--- config.mk ---
export PLATFORM = sky130hd
export DESIGN_NAME = int_div
export DESIGN_NICKNAME = d
export VERILOG_FILES = /design/src/rtl/int_div.sv
export SDC_FILE = /design/constraint.sdc
export NUM_CORES = 1
export LEC_CHECK = 0
export ABC_AREA = 1
export BUFFER_PORTS_ARGS = -buffer_cell sky130_fd_sc_hd__buf_2
export CORE_MARGIN = 1
export CORE_UTILIZATION = 51
export DETAILED_ROUTE_END_ITERATION = 10
export PLACE_DENSITY = 0.71
export SLEW_MARGIN = 20
export SYNTH_ARGS = -nofsm -noshare
export SYNTH_HDL_FRONTEND = slang
export SYNTH_SLANG_ARGS = --single-unit
--- constraint.sdc ---
create_clock -name i_clk -period 5.4 [get_ports i_clk]
set_clock_uncertainty 0.15 [all_clocks]
set_input_delay 0 -clock i_clk [delete_from_list [all_inputs] [get_ports i_clk]]
set_output_delay 0 -clock i_clk [all_outputs]
set_load 0.005 [all_outputs]
--- src/rtl/int_div.sv ---
// 32-bit restoring integer divider (DIV/DIVU/REM/REMU), one quotient bit per cycle.
// Optional INT_DIV_FAST_PATH_EN: zero dividend/divisor requests bypass the iteration loop.
//
// state  | meaning
// IDLE   | waiting for a request
// CALC   | 32 shift-subtract iterations, then one sign-fix cycle
// DONE   | o_result valid for one cycle; may accept the next request
module int_div (
  input  logic        i_clk,
  input  logic        i_rst_n,
  input  logic        i_valid,
  input  logic [1:0]  i_op,
  input  logic [31:0] i_a,
  input  logic [31:0] i_b,
  output logic        o_busy,
  output logic        o_valid,
  output logic [31:0] o_result
);

  typedef enum logic [1:0] {
    S_IDLE = 2'b00,
    S_CALC = 2'b01,
    S_DONE = 2'b10
  } state_t;

  state_t      state;
  state_t      state_nxt;

  logic        op_rem_q;
  logic        div_zero_q;
  logic        q_neg_q;
  logic        r_neg_q;
  logic [31:0] quo_q;
  logic [31:0] dvs_q;
  logic [31:0] rem_q;
  logic [5:0]  count_q;

  logic        accept;
  logic        signed_op;
  logic        fast;
  logic        last;
  logic [31:0] a_mag;
  logic [31:0] b_mag;
  logic [32:0] rem_sh;
  logic [32:0] diff;
  logic        no_borrow;
  logic [31:0] rem_it;
  logic [31:0] quo_it;
  logic [31:0] quo_fix;
  logic [31:0] rem_fix;
  logic [31:0] result_nxt;

  assign accept    = i_valid && ((state == S_IDLE) || (state == S_DONE));
  assign signed_op = ~i_op[0];
  assign a_mag     = (signed_op && i_a[31]) ? (~i_a + 32'd1) : i_a;
  assign b_mag     = (signed_op && i_b[31]) ? (~i_b + 32'd1) : i_b;
  assign last      = (count_q == 6'd32);

`ifdef INT_DIV_FAST_PATH_EN
  assign fast = (i_b == 32'd0) || (i_a == 32'd0);
`else
  assign fast = 1'b0;
`endif

  // Dividend bits shift out of quo_q's MSB as quotient bits shift into its LSB.
  assign rem_sh    = {rem_q, quo_q[31]};
  assign diff      = rem_sh - {1'b0, dvs_q};
  assign no_borrow = ~diff[32];
  assign rem_it    = no_borrow ? diff[31:0] : rem_sh[31:0];
  assign quo_it    = {quo_q[30:0], no_borrow};

  // A zero divisor yields all-ones quotient; the remainder already equals |a|.
  assign quo_fix    = div_zero_q ? 32'hFFFF_FFFF : (q_neg_q ? (~quo_q + 32'd1) : quo_q);
  assign rem_fix    = r_neg_q ? (~rem_q + 32'd1) : rem_q;
  assign result_nxt = op_rem_q ? rem_fix : quo_fix;

  always_ff @(posedge i_clk or negedge i_rst_n) begin
    if (!i_rst_n) state <= S_IDLE;
    else          state <= state_nxt;
  end

  always_comb begin
    state_nxt = state;
    case (state)
      S_IDLE:  if (accept) state_nxt = S_CALC;
      S_CALC:  if (last) state_nxt = S_DONE;
      S_DONE:  state_nxt = accept ? S_CALC : S_IDLE;
      default: state_nxt = S_IDLE;
    endcase
  end

  always_ff @(posedge i_clk or negedge i_rst_n) begin
    if (!i_rst_n) begin
      op_rem_q   <= 1'b0;
      div_zero_q <= 1'b0;
      q_neg_q    <= 1'b0;
      r_neg_q    <= 1'b0;
      quo_q      <= '0;
      dvs_q      <= '0;
      rem_q      <= '0;
      count_q    <= '0;
      o_result   <= '0;
    end else if (accept) begin
      op_rem_q   <= i_op[1];
      div_zero_q <= (i_b == 32'd0);
      q_neg_q    <= signed_op & (i_a[31] ^ i_b[31]);
      r_neg_q    <= signed_op & i_a[31];
      quo_q      <= a_mag;
      dvs_q      <= b_mag;
      // Fast requests preload the final remainder and jump to the sign-fix cycle.
      rem_q      <= fast ? a_mag : 32'd0;
      count_q    <= fast ? 6'd32 : 6'd0;
    end else if (state == S_CALC) begin
      if (!last) begin
        rem_q   <= rem_it;
        quo_q   <= quo_it;
        count_q <= count_q + 6'd1;
      end else begin
        o_result <= result_nxt;
      end
    end
  end

  assign o_busy  = (state == S_CALC);
  assign o_valid = (state == S_DONE);

endmodule

# Yosys cells after proc, flatten, opt, wreduce, memory -nomap -nowiden
# Cells that the tools add are included.
dict set report totals {
  ff_bits 140
  in_bits 69
  elab_cells 62
}
dict set report op_classes {
  reduce_logical 10
  n_bitwise 10
  n_addsub 6
  n_mux 20
  n_eq_ne 6
}
# operator n
set ops {}
lappend ops {{$mux W32} 13}
lappend ops {{$add A32 B1 Y32 const B} 4}
lappend ops {{$not A32 Y32} 4}
lappend ops {{$sub A33 B32 Y33} 1}
lappend ops {{$logic_not A32 Y1} 1}
lappend ops {{$mux W6} 3}
lappend ops {{$add A6 B1 Y6 const B} 1}
lappend ops {{$eq A6 B6 Y1 const B} 1}
lappend ops {{$pmux W2 S3} 1}
lappend ops {{$mux W2} 2}
lappend ops {{$ne A2 B2 Y1 const B} 2}
lappend ops {{$reduce_and A2 Y1} 2}
lappend ops {{$logic_and A1 B1 Y1} 3}
lappend ops {{$not A1 Y1} 3}
lappend ops {{$reduce_and A3 Y1} 1}
lappend ops {{$and A1 B1 Y1} 2}
lappend ops {{$eq A2 B1 Y1 const B} 1}
lappend ops {{$eq A2 B2 Y1 const B} 1}
lappend ops {{$logic_not A2 Y1} 1}
lappend ops {{$ne A2 B1 Y1 const B} 1}
lappend ops {{$reduce_bool A2 Y1} 1}
lappend ops {{$logic_or A1 B1 Y1} 1}
lappend ops {{$mux W1} 1}
lappend ops {{$xor A1 B1 Y1} 1}

# Longest topological paths before layout
dict set report logic_depth {
  word_depth 5
  ltp_mapped 18
  depth_no_buf 17
}

# Worst setup path after synthesis
# Ideal clock, no wire load.
dict set report synth_timing {
  path_kind {reg-to-reg}
  startpoint {reg quo_q[31]}
  endpoint {reg rem_q[27]}
  arrival_ns 2.145
  setup_time_ns 0.115
  stages_incl_launch_ff 19
  setup_slack_ns 2.990
  n_path_buf 1
  path_cell_list {dfrtp_1 inv_1 ha_1 fa_1 inv_1 nand2_1 nand2_1 nand3_1 nand2_2 nand2_2 nand2_4 nand2_4 nand2_4 nand2_4 nand2_8 buf_12 nand2_4 nand3_2 nand2_2}
}
dict set report synth_via {
  elab_chain_len 5
}
# element line
set synth_rtl {}
lappend synth_rtl {{from (decl)} 33} ;# logic [31:0] quo_q;
lappend synth_rtl {{from (signal assigned)} 108} ;# quo_q <= a_mag;
lappend synth_rtl {{from (signal assigned)} 116} ;# quo_q <= quo_it;
lappend synth_rtl {{$sub A33 B32 Y33} 67} ;# assign diff = rem_sh - {1'b0, dvs_q};
lappend synth_rtl {{$mux W32} 69} ;# assign rem_it = no_borrow ? diff[31:0] : rem_sh[31:0];
lappend synth_rtl {{$mux W32} 114} ;# if (!last) begin
lappend synth_rtl {{$mux W32} 113} ;# end else if (state == S_CALC) begin
lappend synth_rtl {{$mux W32} 103} ;# end else if (accept) begin
lappend synth_rtl {{to (signal assigned)} 111} ;# rem_q <= fast ? a_mag : 32'd0;
lappend synth_rtl {{to (signal assigned)} 115} ;# rem_q <= rem_it;
lappend synth_rtl {{to (decl)} 35} ;# logic [31:0] rem_q;
# No other way between the ends. The select of a mux whose other input is x is not followed.
# A chain may end at the register's enable or synchronous reset.

# Final worst setup path
dict set report layout_timing {
  startpoint {reg count_q[0]}
  endpoint {reg rem_q[21]}
}
dict set report layout_via {
  elab_chain_len 3
}
# element line
set layout_rtl {}
lappend layout_rtl {{from (decl)} 36} ;# logic [5:0] count_q;
lappend layout_rtl {{from (signal assigned)} 112} ;# count_q <= fast ? 6'd32 : 6'd0;
lappend layout_rtl {{from (signal assigned)} 117} ;# count_q <= count_q + 6'd1;
lappend layout_rtl {{$eq A6 B6 Y1} 57} ;# assign last = (count_q == 6'd32);
lappend layout_rtl {{$ne A2 B2 Y1 (no line)} n/a}
lappend layout_rtl {{$reduce_and A2 Y1 (no line)} n/a}
# No other way between the ends.

==> impl_metrics.tcl <==
set metrics [dict create \
    synth.mux.area_fraction_pct 0 \
    core_area_mm2 0.02439 \
    area_growth_pct 17.79 \
    synth_compound_area_share_pct 11.84 \
    crit_fanout 39 \
    pre_cts_ws_ns 1.895 \
    viasPerCell 5.520 \
    yosys.area.top_type "dfrtp_1" \
    leakage_nw 7.729 \
    rows 57 \
    tightest_slew_ns 1.054 \
    post_route_cells_drive_above_1_share_pct 9.039 \
    min_period_ns 3.638 \
    yosysSeqAreaShare_pct 27.61 \
    cts_tree "done" \
    first_global_vias 12995 \
    vias 14247 \
    port-buffer-count 102 \
    ys_top_cells_by_area "dfrtp_1 (28%), nand2_1 (20%), nand3_1 (9.0%), inv_1 (8.4%), nor2_1 (6.4%)" \
    clkSinkCount 140 \
    status "finished clean" \
    synth_area_mm2 0.01269 \
    grt_pass1_wl_mm 69.68 \
    gr-total-overflow 0 \
    ys_warn_count 0 \
    die_h_um 159.7 \
    drt_iter0_markers 1446 \
    finalMaxSlewViolations 0 \
    yosysTopAreaCellShare_pct 27.61 \
    avgSynthCellArea_um2 6.098 \
    worstSetupStartpointType "flip-flop" \
    postCtsSetupBuffers 0 \
    die_width_um 159.7 \
    setup_viol 0 \
    max_freq_mhz 274.9 \
    wl_per_cell_um 16.89 \
    fin_nets 2352 \
    gp_congestion 0.9911 \
    h-tree-depth 4 \
    setup_tns_ns 0 \
    diodes 0 \
    start_util_pct 52.03 \
    rsz0062_at_grt "false" \
    syn-num-nets 2189 \
    fp.dieArea_mm2 0.02552 \
    hold_class "in -> reg" \
    grt.total_usage_pct 34.69 \
    cts-root-buf "clkbuf_16" \
    synth-simple-area-share_pct 42.48 \
    clockBufferDepth 2 \
    route.detailed.drc 0 \
    slew_headroom_pct 29.72 \
    fill_cells 2398 \
    hpwl_mm 33.35 \
    yosysUniqueCellTypes 46 \
    drtPass1Iterations 6 \
    powerDensity_mw_per_mm2 713.8 \
    synth_top_family_by_area "simple AND/OR/NAND/NOR gates" \
    arrival_ns 3.86 \
    fin_crit_sh_pct 67.36 \
    grt_antenna_before_repair 0 \
    peakVddDrop_mv 0.3709 \
    drtAntennaViolNets 0 \
    clk_pin_slew_ns 0.06 \
    grt_start_max_net_pins 81 \
    drt_wl_total_mm 43.59 \
    crit_required_ns 5.62 \
    worst-setup-path-type "reg -> reg" \
    cp-end-kind "flip-flop" \
    worst_slack_ns 1.762 \
    finalHoldViolations 0 \
    synth_xor_area_share_pct 3.382 \
    synth-seq-cells 140 \
    syn-instance-count 2081 \
    cts_made_buffers 17 \
    maxCapViolations 0 \
    synth_fa_ha_area_share_pct 3.905 \
    boundaryPins 103 \
    worst_skew_pair.late_latency_ns 0.44 \
    cts_resized 0 \
]
==> synthesized netlist by cell type (all sizes together) <==
cell type  instances
nor2             217
ha                38
a31oi             13
and3               4
xor2              34
o211ai             8
nand4             29
buf               18
a21oi             77
nor4               6
xnor2             15
clkinv             2
nand2            706
o221ai            17
o311ai             2
o21bai            14
inv              289
o31ai              5
and2               4
dfrtp            140
nand3            241
o21ai            111
o32ai              1
nor3              22
or2                1
clkbuf            44
o21a               1
fa                 1
o22ai              8
nand3b            11
a22oi              2
==> per-layer routing <==
layer	global-route usage, %	routed length [um]	vias up
met5	0	0	-
met4	11.58	1162	0
met3	4.597	3324	66
met2	53.00	19030	591
met1	50.27	20070	6573
li1	-	-	7017
==> per-stage QoR <==
| step | total power, mW | instance area (um^2) | hold slack [ns] | utilization [%] | cells |
|---|---|---|---|---|---|
| finish | 10.67 | 14950 | 0.02311 | 61.28 | 2581 |
| global route | 11.61 | 14950 | 0.07453 | 61.28 | 2581 |
| CTS | 10.52 | 14950 | 0.01961 | 61.28 | 2581 |
| detailed placement | 9.203 | 13400 | -0.06563 | 54.96 | 2453 |
| global placement | 9.098 | 13400 | -0.06676 | 54.96 | 2453 |
| floorplan | 7.280 | 12690 | -0.4456 | - | 2081 |
==> flip-flops by register name (all words and copies together), names as in the netlist <==
name        flops
o_result       32
rem_q          32
dvs_q          32
state           2
div_zero_q      1
r_neg_q         1
quo_q          32
q_neg_q         1
count_q         6
op_rem_q        1
==> cell families after synthesis <==
kind of cell,Yosys count
buf+inv,353
fa+ha+maj,39
xor+xnor,49
compound gates,259
flops,140
simple gates,1241
==> cells in the final DEF, fill, tap and decap left out, types with 14 or more instances in the layout <==
cell type        n
nand3_1        229
a21oi_1         74
dfrtp_1        140
xor2_1          34
ha_1            38
buf_2          101
nor3_1          21
clkbuf_16       17
nand2_1        669
xnor2_1         15
nor2_1         215
inv_1          284
dlygate4sd3_1   96
nand2_2         22
nand2_4         14
o221ai_1        17
o21bai_1        14
o21ai_0        110
nand4_1         29
==> where the power goes <==
part | total [mW] | switching (mW) | internal, mW
Sequential | 2.28 | 0.679 | 1.60
Combinational | 7.21 | 4.78 | 2.43
Clock | 1.18 | 0.512 | 0.669
Total | 10.7 | 5.97 | 4.70
==> path summary, 6_finish.rpt <==
path                       depth (start not counted)      endpoint  slack, ns         start
hold / removal                                     6      quo_q[3]       0.02        i_a[1]
setup reg to reg                                   9     rem_q[21]       1.76    count_q[0]
hold reg to reg                                    2  o_result[28]       0.32  o_result[28]
min in group asynchronous                          2     dvs_q[12]       0.06       i_rst_n
setup / recovery                                   9     rem_q[21]       1.76    count_q[0]
max in group asynchronous                          3   o_result[2]       3.68       i_rst_n
==> worst max-delay path, cell delays in order (launching register included) <==
cell	delay, ns
dfrtp_1	0.39
inv_1	0.12
ha_1	0.17
nand3_1	0.15
nand2_1	0.74
nand2_1	0.68
inv_1	0.42
buf_4	0.44
nand2_1	0.15
nand2_2	0.10
==> repair_timing <==
item,CTS,global route
endpoints found under the setup margin,0,0
hold buffers,96,0
hold endpoints to repair,145,0
==> area by class of cell <==
cell class                      instances  area, um^2  share of cell area, %
Timing Repair Buffer                  206        1538                  10.29
Tap cell                              324       405.4                  2.712
Inverter                              291        1092                  7.308
Sequential cell                       140        3503                  23.44
Clock buffer                           19       452.9                  3.030
Clock inverter                         13       128.9                 0.8622
Multi-Input combinational cell       1588        7826                  52.36
Note: power is estimated with default switching activity, not from simulation.
